==> src/rtl/branch_predictor_btb_if.sv <==
// Fetch-side bundle between the IF/resolve pipeline and the branch target buffer:
// combinational lookup, resolved-outcome update, table clear and perf counters.
interface branch_predictor_btb_if #(
   parameter int ADDR_W = 32,
   parameter int PERF_W = 16
);
   logic [ADDR_W-1:0] lookup_pc;
   logic              lookup_hit;
   logic              pred_taken;
   logic [ADDR_W-1:0] pred_next_pc;
   logic              update_valid;
   logic [ADDR_W-1:0] update_pc;
   logic              update_taken;
   logic [ADDR_W-1:0] update_target;
   logic              clear;
   logic [PERF_W-1:0] update_count;
   logic [PERF_W-1:0] mispredict_count;

   modport master (
      output lookup_pc, update_valid, update_pc, update_taken, update_target, clear,
      input  lookup_hit, pred_taken, pred_next_pc, update_count, mispredict_count
   );

   modport slave (
      input  lookup_pc, update_valid, update_pc, update_taken, update_target, clear,
      output lookup_hit, pred_taken, pred_next_pc, update_count, mispredict_count
   );
endinterface

==> src/rtl/branch_predictor_btb.sv <==
// Direct-mapped BTB with saturating direction counters; zero-latency lookup from
// registered table state, updates and perf counters applied at the rising edge.
module branch_predictor_btb #(
   parameter int ADDR_W   = 32,
   parameter int DEPTH    = 16,
   parameter int CTR_BITS = 2,
   parameter int PERF_W   = 16
) (
   input logic Clk,
   input logic Reset,
   branch_predictor_btb_if.slave bus
);
   localparam int IDX   = $clog2(DEPTH);
   localparam int TAG_W = ADDR_W - IDX - 2;

   localparam logic [CTR_BITS-1:0] CTR_WT  = CTR_BITS'(1) << (CTR_BITS - 1);
   localparam logic [CTR_BITS-1:0] CTR_WNT = CTR_WT - CTR_BITS'(1);
   localparam logic [CTR_BITS-1:0] CTR_MAX = '1;
   localparam logic [PERF_W-1:0]   PERF_MAX = '1;

   function automatic logic [CTR_BITS-1:0] ctrInc(input logic [CTR_BITS-1:0] c);
      return (c == CTR_MAX) ? c : c + CTR_BITS'(1);
   endfunction

   function automatic logic [CTR_BITS-1:0] ctrDec(input logic [CTR_BITS-1:0] c);
      return (c == '0) ? c : c - CTR_BITS'(1);
   endfunction

   function automatic logic [PERF_W-1:0] perfInc(input logic [PERF_W-1:0] c);
      return (c == PERF_MAX) ? c : c + PERF_W'(1);
   endfunction

   logic                validQ  [DEPTH];
   logic [TAG_W-1:0]    tagQ    [DEPTH];
   logic [ADDR_W-1:0]   targetQ [DEPTH];
   logic [CTR_BITS-1:0] ctrQ    [DEPTH];
   logic [PERF_W-1:0]   updateCountQ;
   logic [PERF_W-1:0]   mispredictCountQ;

   logic [IDX-1:0]   lkIdx;
   logic [TAG_W-1:0] lkTag;
   logic             lkHit;
   logic             lkTaken;
   logic [IDX-1:0]   upIdx;
   logic [TAG_W-1:0] upTag;
   logic             upHit;
   logic             upPredTaken;
   logic             upMispredict;
   logic             unusedPcBits;

   // Instructions are word aligned, so the low two PC bits carry no information.
   assign unusedPcBits = ^{bus.lookup_pc[1:0], bus.update_pc[1:0]};

   always_comb begin
      lkIdx   = bus.lookup_pc[IDX+1:2];
      lkTag   = bus.lookup_pc[ADDR_W-1:IDX+2];
      lkHit   = validQ[lkIdx] && (tagQ[lkIdx] == lkTag);
      lkTaken = lkHit && ctrQ[lkIdx][CTR_BITS-1];
   end

   assign bus.lookup_hit       = lkHit;
   assign bus.pred_taken       = lkTaken;
   assign bus.pred_next_pc     = lkTaken ? targetQ[lkIdx] : bus.lookup_pc + ADDR_W'(4);
   assign bus.update_count     = updateCountQ;
   assign bus.mispredict_count = mispredictCountQ;

   // Re-run the lookup rules on the resolving PC against pre-edge state.
   always_comb begin
      upIdx        = bus.update_pc[IDX+1:2];
      upTag        = bus.update_pc[ADDR_W-1:IDX+2];
      upHit        = validQ[upIdx] && (tagQ[upIdx] == upTag);
      upPredTaken  = upHit && ctrQ[upIdx][CTR_BITS-1];
      upMispredict = (upPredTaken != bus.update_taken) ||
                     (upPredTaken && bus.update_taken && (targetQ[upIdx] != bus.update_target));
   end

   always_ff @(posedge Clk or posedge Reset) begin
      if (Reset) begin
         for (int i = 0; i < DEPTH; i++) begin
            validQ[i]  <= 1'b0;
            tagQ[i]    <= '0;
            targetQ[i] <= '0;
            ctrQ[i]    <= CTR_WNT;
         end
         updateCountQ     <= '0;
         mispredictCountQ <= '0;
      end else if (bus.clear) begin
         for (int i = 0; i < DEPTH; i++) begin
            validQ[i] <= 1'b0;
            ctrQ[i]   <= CTR_WNT;
         end
      end else if (bus.update_valid) begin
         updateCountQ <= perfInc(updateCountQ);
         if (upMispredict) mispredictCountQ <= perfInc(mispredictCountQ);
         if (upHit) begin
            if (bus.update_taken) begin
               ctrQ[upIdx]    <= ctrInc(ctrQ[upIdx]);
               targetQ[upIdx] <= bus.update_target;
            end else begin
               ctrQ[upIdx] <= ctrDec(ctrQ[upIdx]);
            end
         end else if (bus.update_taken) begin
            validQ[upIdx]  <= 1'b1;
            tagQ[upIdx]    <= upTag;
            targetQ[upIdx] <= bus.update_target;
            ctrQ[upIdx]    <= CTR_WT;
         end
      end
   end
endmodule

==> src/flat_wrapper.sv <==
// flat-port wrapper written by rule: the top's interface ports become plain ports
module branch_predictor_btb_flat 
#(
   parameter int ADDR_W   = 32,
   parameter int DEPTH    = 16,
   parameter int CTR_BITS = 2,
   parameter int PERF_W   = 16
)
  (Clk, Reset, bus_lookup_pc, bus_update_valid, bus_update_pc, bus_update_taken, bus_update_target, bus_clear, bus_lookup_hit, bus_pred_taken, bus_pred_next_pc, bus_update_count, bus_mispredict_count);
  branch_predictor_btb_if #(.ADDR_W(ADDR_W), .PERF_W(PERF_W)) bus_i ();
  input logic Clk;
  input logic Reset;
  input wire logic [$bits(bus_i.lookup_pc)-1:0] bus_lookup_pc;
  input wire logic [$bits(bus_i.update_valid)-1:0] bus_update_valid;
  input wire logic [$bits(bus_i.update_pc)-1:0] bus_update_pc;
  input wire logic [$bits(bus_i.update_taken)-1:0] bus_update_taken;
  input wire logic [$bits(bus_i.update_target)-1:0] bus_update_target;
  input wire logic [$bits(bus_i.clear)-1:0] bus_clear;
  output wire logic [$bits(bus_i.lookup_hit)-1:0] bus_lookup_hit;
  output wire logic [$bits(bus_i.pred_taken)-1:0] bus_pred_taken;
  output wire logic [$bits(bus_i.pred_next_pc)-1:0] bus_pred_next_pc;
  output wire logic [$bits(bus_i.update_count)-1:0] bus_update_count;
  output wire logic [$bits(bus_i.mispredict_count)-1:0] bus_mispredict_count;
  assign bus_i.lookup_pc = bus_lookup_pc;
  assign bus_i.update_valid = bus_update_valid;
  assign bus_i.update_pc = bus_update_pc;
  assign bus_i.update_taken = bus_update_taken;
  assign bus_i.update_target = bus_update_target;
  assign bus_i.clear = bus_clear;
  assign bus_lookup_hit = bus_i.lookup_hit;
  assign bus_pred_taken = bus_i.pred_taken;
  assign bus_pred_next_pc = bus_i.pred_next_pc;
  assign bus_update_count = bus_i.update_count;
  assign bus_mispredict_count = bus_i.mispredict_count;
  branch_predictor_btb #(.ADDR_W(ADDR_W), .DEPTH(DEPTH), .CTR_BITS(CTR_BITS), .PERF_W(PERF_W)) u_core (.Clk(Clk), .Reset(Reset), .bus(bus_i));
endmodule
==> config.mk <==
export PLATFORM = sky130hd
export DESIGN_NAME = branch_predictor_btb_flat
export DESIGN_NICKNAME = d
export VERILOG_FILES = /design/src/rtl/branch_predictor_btb_if.sv /design/src/rtl/branch_predictor_btb.sv /design/src/flat_wrapper.sv
export SDC_FILE = /design/constraint.sdc
export NUM_CORES = 2
export LEC_CHECK = 0
export BUFFER_PORTS_ARGS = -buffer_cell sky130_fd_sc_hd__buf_2
export CAP_MARGIN = 20
export CORE_ASPECT_RATIO = 1.25
export CORE_UTILIZATION = 40
export CTS_CLUSTER_SIZE = 12
export DETAILED_ROUTE_END_ITERATION = 10
export PLACE_DENSITY = 0.56
export SKIP_CTS_REPAIR_TIMING = 1
export SLEW_MARGIN = 30
export SYNTH_ARGS = -nofsm -noshare
export SYNTH_HDL_FRONTEND = slang
export SYNTH_SLANG_ARGS = --single-unit
==> constraint.sdc <==
create_clock -name Clk -period 59.2 [get_ports Clk]
set_input_delay 2.96 -clock Clk [delete_from_list [all_inputs] [get_ports Clk]]
set_output_delay 2.96 -clock Clk [all_outputs]
set_load 0.05 [all_outputs]
# ---- After elaboration in Yosys (flattened, before gate mapping)
# Index checks and enable logic that the tools add are counted.
dict set report classes {
  add_sub_neg 5
  order_cmp 3
  eq_ne 8
  muxes 48
  n_bitwise 10
  reduce_logical 18
}
# cell count
set ops {}
lappend ops {{$bwmux 512} 1}
lappend ops {{$bwmux 416} 1}
lappend ops {{$mux 32} 11}
lappend ops {{$bmux 32 s4} 2}
lappend ops {{$bmux 26 s4} 2}
lappend ops {{$mux 26} 5}
lappend ops {{$demux 32 s4} 1}
lappend ops {{$demux 26 s4} 1}
lappend ops {{$bwmux 32} 2}
lappend ops {{$mux 16} 4}
lappend ops {{$eq 26x26->1} 2}
lappend ops {{$add 16x1->16 const B} 2}
lappend ops {{$add 32x3->32 const B} 1}
lappend ops {{$eq 16x16->1 const B} 2}
lappend ops {{$ne 32x32->1} 1}
lappend ops {{$or 16x16->16} 2}
lappend ops {{$and 16x16->16} 1}
lappend ops {{$bmux 2 s4} 2}
lappend ops {{$not 16->16} 1}
lappend ops {{$mux 2} 7}
lappend ops {{$ge 5x5->1 const B} 2}
lappend ops {{$not 4->5} 2}
lappend ops {{$reduce_and 3->1} 3}
lappend ops {{$bmux 1 s4} 2}
lappend ops {{17 further kinds} 32}
dict set report totals {
  register_bits 1008
  inputBits 101
  wordCells 158
}

# ---- Depth between registers and ports, before layout
dict set report logic_depth {
  depth_word 11
  mapped_depth 22
  ltp_nobuf 16
}

# ---- Worst setup path before layout
# Ideal clock, no wire load.
dict set report synth_timing {
  kind {input to output}
  start {input bus_lookup_pc[2]}
  end {output bus_lookup_hit}
  arrival_ps 7112
  t_required_ps 56240
  slack_ps 49128
  path_stages 12
  path_buffers 6
  cell_sequence {buf_4 buf_6 buf_2 buf_2 buf_2 buf_2 mux4_2 mux2i_1 a21oi_1 xor2_1 or4_1 nor4_1}
}
dict set report synth_between {
  elab_chain_len 6
  word_cells_on_any_way 9
  cone_classes {1 x eq/ne; 6 x mux; 1 x bitwise; 1 x reduce/logical}
}
# item line
set synth_rtl {}
lappend synth_rtl {{start: declaration} flat_wrapper.sv:13} ;# input wire logic [$bits(bus_i.lookup_pc)-1:0] bus_lookup_pc;
lappend synth_rtl {{$not 4->5 (implied by the code) *} branch_predictor_btb.sv:57} ;# lkHit = validQ[lkIdx] && (tagQ[lkIdx] == lkTag);
lappend synth_rtl {{$bmux 26 s4} branch_predictor_btb.sv:57}
lappend synth_rtl {{$mux 26 (implied by the code) (2 in a row)} branch_predictor_btb.sv:57}
lappend synth_rtl {{$eq 26x26->1} branch_predictor_btb.sv:57}
lappend synth_rtl {{$logic_and 1x1->1 *} branch_predictor_btb.sv:57}
lappend synth_rtl {{end: declaration} flat_wrapper.sv:19} ;# output wire logic [$bits(bus_i.lookup_hit)-1:0] bus_lookup_hit;
# Every way passes the cells marked *; elsewhere a longest branch is shown, timed or not. The select of a mux whose other input is x is not followed.

# ---- Worst setup path in the final report
dict set report layout_timing {
  start {input bus_lookup_pc[2]}
  end {output bus_pred_next_pc[13]}
}
dict set report layout_between {
  elab_chain_len 8
  word_cells_on_any_way 18
  cone_classes {1 x add/sub; 1 x eq/ne; 13 x mux; 1 x bitwise; 2 x reduce/logical}
}
# item line
set layout_rtl {}
lappend layout_rtl {{$not 4->5 (implied by the code)} {branch_predictor_btb.sv:57, branch_predictor_btb.sv:58, branch_predictor_btb.sv:63}}
lappend layout_rtl {{$bmux 26 s4} branch_predictor_btb.sv:57}
lappend layout_rtl {{$mux 26 (implied by the code) (2 in a row)} branch_predictor_btb.sv:57}
lappend layout_rtl {{$eq 26x26->1} branch_predictor_btb.sv:57}
lappend layout_rtl {{$logic_and 1x1->1} branch_predictor_btb.sv:57}
lappend layout_rtl {{$logic_and 1x1->1} branch_predictor_btb.sv:58} ;# lkTaken = lkHit && ctrQ[lkIdx][CTR_BITS-1];
lappend layout_rtl {{$mux 32 *} branch_predictor_btb.sv:63} ;# assign bus.pred_next_pc = lkTaken ? targetQ[lkIdx] : bus.lookup_pc + ADDR_W'(4);
lappend layout_rtl {{end: declaration} flat_wrapper.sv:21} ;# output wire logic [$bits(bus_i.pred_next_pc)-1:0] bus_pred_next_pc;
# Marks and branches as above.

==> run_results.csv <==
group,metric,value,unit
synth,syn_avg_cell_area,14.2,um^2
global_routing,grt_pass1_wl,268000,um
worst_setup_path,rr_startpoint,"u_core.tagQ[9]",
worst_setup_path,cp-start-kind,"input pin",
global_routing,grt_pass1_vias,37290,
synth,synth_largest_area_cell,"dfrtp_1",
timing,fmax,81.9,MHz
min_path,min_to,"u_core.bus.mispredict_count[8]",
synth,synth_ff_type,"dfrtp_1",
power_and_ir_drop,intPower,1370,uW
floorplan,die-area,143000,um^2
worst_setup_path,r2r_slack,52810,ps
worst_setup_path,r2r_cells,16,
worst_setup_path,startpoint,"bus_lookup_pc[2]",
clock_network,cts_sinks,1008,
layout,drive_gt1_frac,0.468,
timing,grt_setup_unrepaired,"false",
power_and_ir_drop,seqPwrFrac,0.445,
routing,wl,183000,um
floorplan,row_count,153,
worst_setup_path,crit_path_max_fanout,55,
worst_setup_path,critPathRequiredTime,56240,ps
timing,clock_skew,37.1,ps
synth,netlist_area,56400,um^2
global_routing,antenna_found_initial,32,
timing,tightest_slew,1040,ps
synth,ys_top_cells_by_count,"dfrtp_1, mux2_2, mux4_2, mux2i_1, clkbuf_1",
place,place.gp.congestion,0.824,
clock_network,clk_transition_reported_paths,60,ps
power_and_ir_drop,pwr-share-clk,0.369,
timing,hold_slack,483,ps
routing,drc,0,
layout,nNetsFinal,4047,
timing,hold_violations,0,
power_and_ir_drop,power_switching,532,uW
worst_setup_path,critPathKind,"input pin to output pin",
clock_network,cts_root_buf,"clkbuf_16",
timing,setup_tns,0,ps
synth,synth_area_leaders,"dfrtp_1, mux2_2, mux4_2, mux2i_1, xnor2_1",
timing,setup_violations,0,
min_path,hold_path_depth,1,
clock_network,htree_num_levels,3,
power_and_ir_drop,p_per_area,30.5,nW/um^2
floorplan,die_x,338,um
power_and_ir_drop,comb_power_share,0.187,
place,place_inst,5686,
clock_network,clock_path_buffers,3,
worst_setup_path,r2r-end,"u_core.bus.mispredict_count[1]",
synth,ys_ff_latch,1008,
clock_network,clock_latency,740,ps
floorplan,coreArea,140000,um^2
power_and_ir_drop,p_sw_frac,0.280,
min_path,hold_path.class,"flop to flop",
job,drv_cap,0,
synth,async_flop_share,1.00,
synth,seq_area_frac_synth,0.447,
routing,dr.pass1.iters,5,
routing,wl_per_cell,31.0,um
routing,vias_per_cell,6.18,
synth,synth.distinct_cells,70,
power_and_ir_drop,p_leak,0.0275,uW
layout,nFillCells,12636,
global_routing,overflow,0,
timing,fin_crit_sh,0.206,
layout,final_cells,5895,
power_and_ir_drop,vdd_drop_max,0.0220,mV
synth,postSynthCellCount,3979,
floorplan,die_h,422,um
place,io_buffers,164,
routing,ant_nets,0,
synth,ys_warn_count,0,
floorplan,num_io_pins,167,
timing,fin_crit,12210,ps
min_path,min-delay-start,"u_core.bus.mispredict_count[8]",
synth,synth_top_area_frac,0.440,
floorplan,initial_core_util,0.404,
clock_network,numCtsBuffers,111,
routing,vias,36438,
place,hpwl,109000,um
synth,synth_edf_count,0,
layout,syn_to_final_growth,10.4,%
synth,yosysMostFrequentCell,"dfrtp_1",
clock_network,tritoncts,"yes",
worst_setup_path,cp.arrival,9250,ps
global_routing,grt_use_total,0.258,
global_routing,grt_max_degree,169,
routing,drt_iter0_drc,3101,
timing,final_max_slew_viol_count,0,
timing,slew_headroom,0.301,
outcome,status,"completed",
synth,syn_nets,4084,
worst_setup_path,worst_setup_path_end_kind,"output pin",
[power groups by stage]
| stage | clock network, uW | logic (uW) | registers (uW) |
|---|---|---|---|
| 3_5_place_dp | 0 | 356 | 855 |
| 6_report | 700 | 355 | 845 |
| 2_1_floorplan | 0 | 261 | 847 |
| 4_1_cts | 716 | 357 | 843 |
| 5_1_grt | 742 | 378 | 857 |
| 3_3_place_gp | 0 | 351 | 851 |
[flip-flops by register name, indices dropped and copies added (netlist names)]
register	cells
u_core.validQ	16
u_core.tagQ	416
u_core.ctrQ	32
u_core.bus.update_count	16
u_core.bus.mispredict_count	16
u_core.targetQ	512
[logic make-up (layout without fill, tap and decap cells)]
family | after synthesis | in the layout | synth area share
compound gates | 278 | 278 | 0.0323
simple gates | 439 | 439 | 0.0411
buf+inv | 449 | 498 | 0.0387
xor+xnor | 158 | 158 | 0.0245
flops | 1008 | 1008 | 0.447
mux | 1641 | 1641 | 0.415
other cells | 0 | 7 | 0
fa+ha+maj | 6 | 6 | 0.00124
[routing by layer]
layer | up-vias | routed length [um] | global-route usage
li1 | 15109 | - | -
met1 | 19871 | 79100 | 0.359
met2 | 1116 | 87300 | 0.411
met3 | 312 | 10600 | 0.0391
met4 | 30 | 5620 | 0.0827
met5 | - | 170 | 0
[layout by cell type, fill, tap and decap left out, types with 12 or more instances in the layout]
| cell type | instances |
|---|---|
| o22ai_1 | 16 |
| clkinv_2 | 14 |
| nor2_1 | 69 |
| a22oi_1 | 37 |
| dfstp_2 | 16 |
| mux2i_1 | 218 |
| nand3_1 | 53 |
| xor2_1 | 44 |
| nor3b_1 | 20 |
| clkbuf_1 | 30 |
| xnor2_1 | 114 |
| inv_1 | 45 |
| o311ai_0 | 14 |
| mux2_1 | 25 |
| a211oi_1 | 19 |
| buf_2 | 157 |
| clkbuf_16 | 115 |
| nor3_1 | 43 |
| nor2b_1 | 22 |
| buf_4 | 74 |
| a21oi_1 | 49 |
| mux4_2 | 463 |
| a221oi_1 | 12 |
| clkbuf_8 | 37 |
| o21ai_0 | 80 |
| nand2_1 | 73 |
| and3_1 | 27 |
| nor2_4 | 12 |
| nand4_1 | 29 |
| dfrtp_1 | 992 |
| nor4_1 | 29 |
| mux2_2 | 935 |
| nand2b_2 | 12 |
[metrics by stage]
stage / utilization / power [uW] / setup slack, ps / cell area [um^2]
6_report: 0.446 / 1900 / 46990 / 62300
2_1_floorplan: - / 1110 / 27900 / 56400
5_1_grt: 0.446 / 1980 / 46510 / 62300
3_3_place_gp: 0.419 / 1200 / 46530 / 58500
3_5_place_dp: 0.419 / 1210 / 46830 / 58500
4_1_cts: 0.446 / 1920 / 46790 / 62200
[final cells by class]
type / instances / area (um^2) / area share
multi-input cells: 2522 / 29200 / 0.469
flip-flops and latches: 1008 / 25200 / 0.405
clock buffers: 181 / 3490 / 0.0560
well taps: 1860 / 2330 / 0.0374
repair buffers: 251 / 1660 / 0.0267
inverters: 48 / 189 / 0.00303
clock inverters: 18 / 161 / 0.00259
diodes: 7 / 17.5 / 0.000281
[worst max-delay path, cell delays in order]
cell and delay (ps):
buf_8 500, buf_4 750, buf_4 760, buf_6 640
mux4_2 580, nor2b_1 140, a211oi_1 300, a21oi_1 200
xor2_1 240, nor2_1 160, nand4b_1 180, nor4_4 300
buf_4 650, mux2_2 500, buf_2 240
[worst max path at each step]
stage          depth (start not counted)                             end
6_report                              15            bus_pred_next_pc[13]
3_3_place_gp                          15            bus_pred_next_pc[21]
5_1_grt                               15            bus_pred_next_pc[21]
2_1_floorplan                          1  u_core.bus.mispredict_count[0]
4_1_cts                               15            bus_pred_next_pc[21]
3_5_place_dp                          15            bus_pred_next_pc[21]
Note: power is estimated with default switching activity, not from simulation.
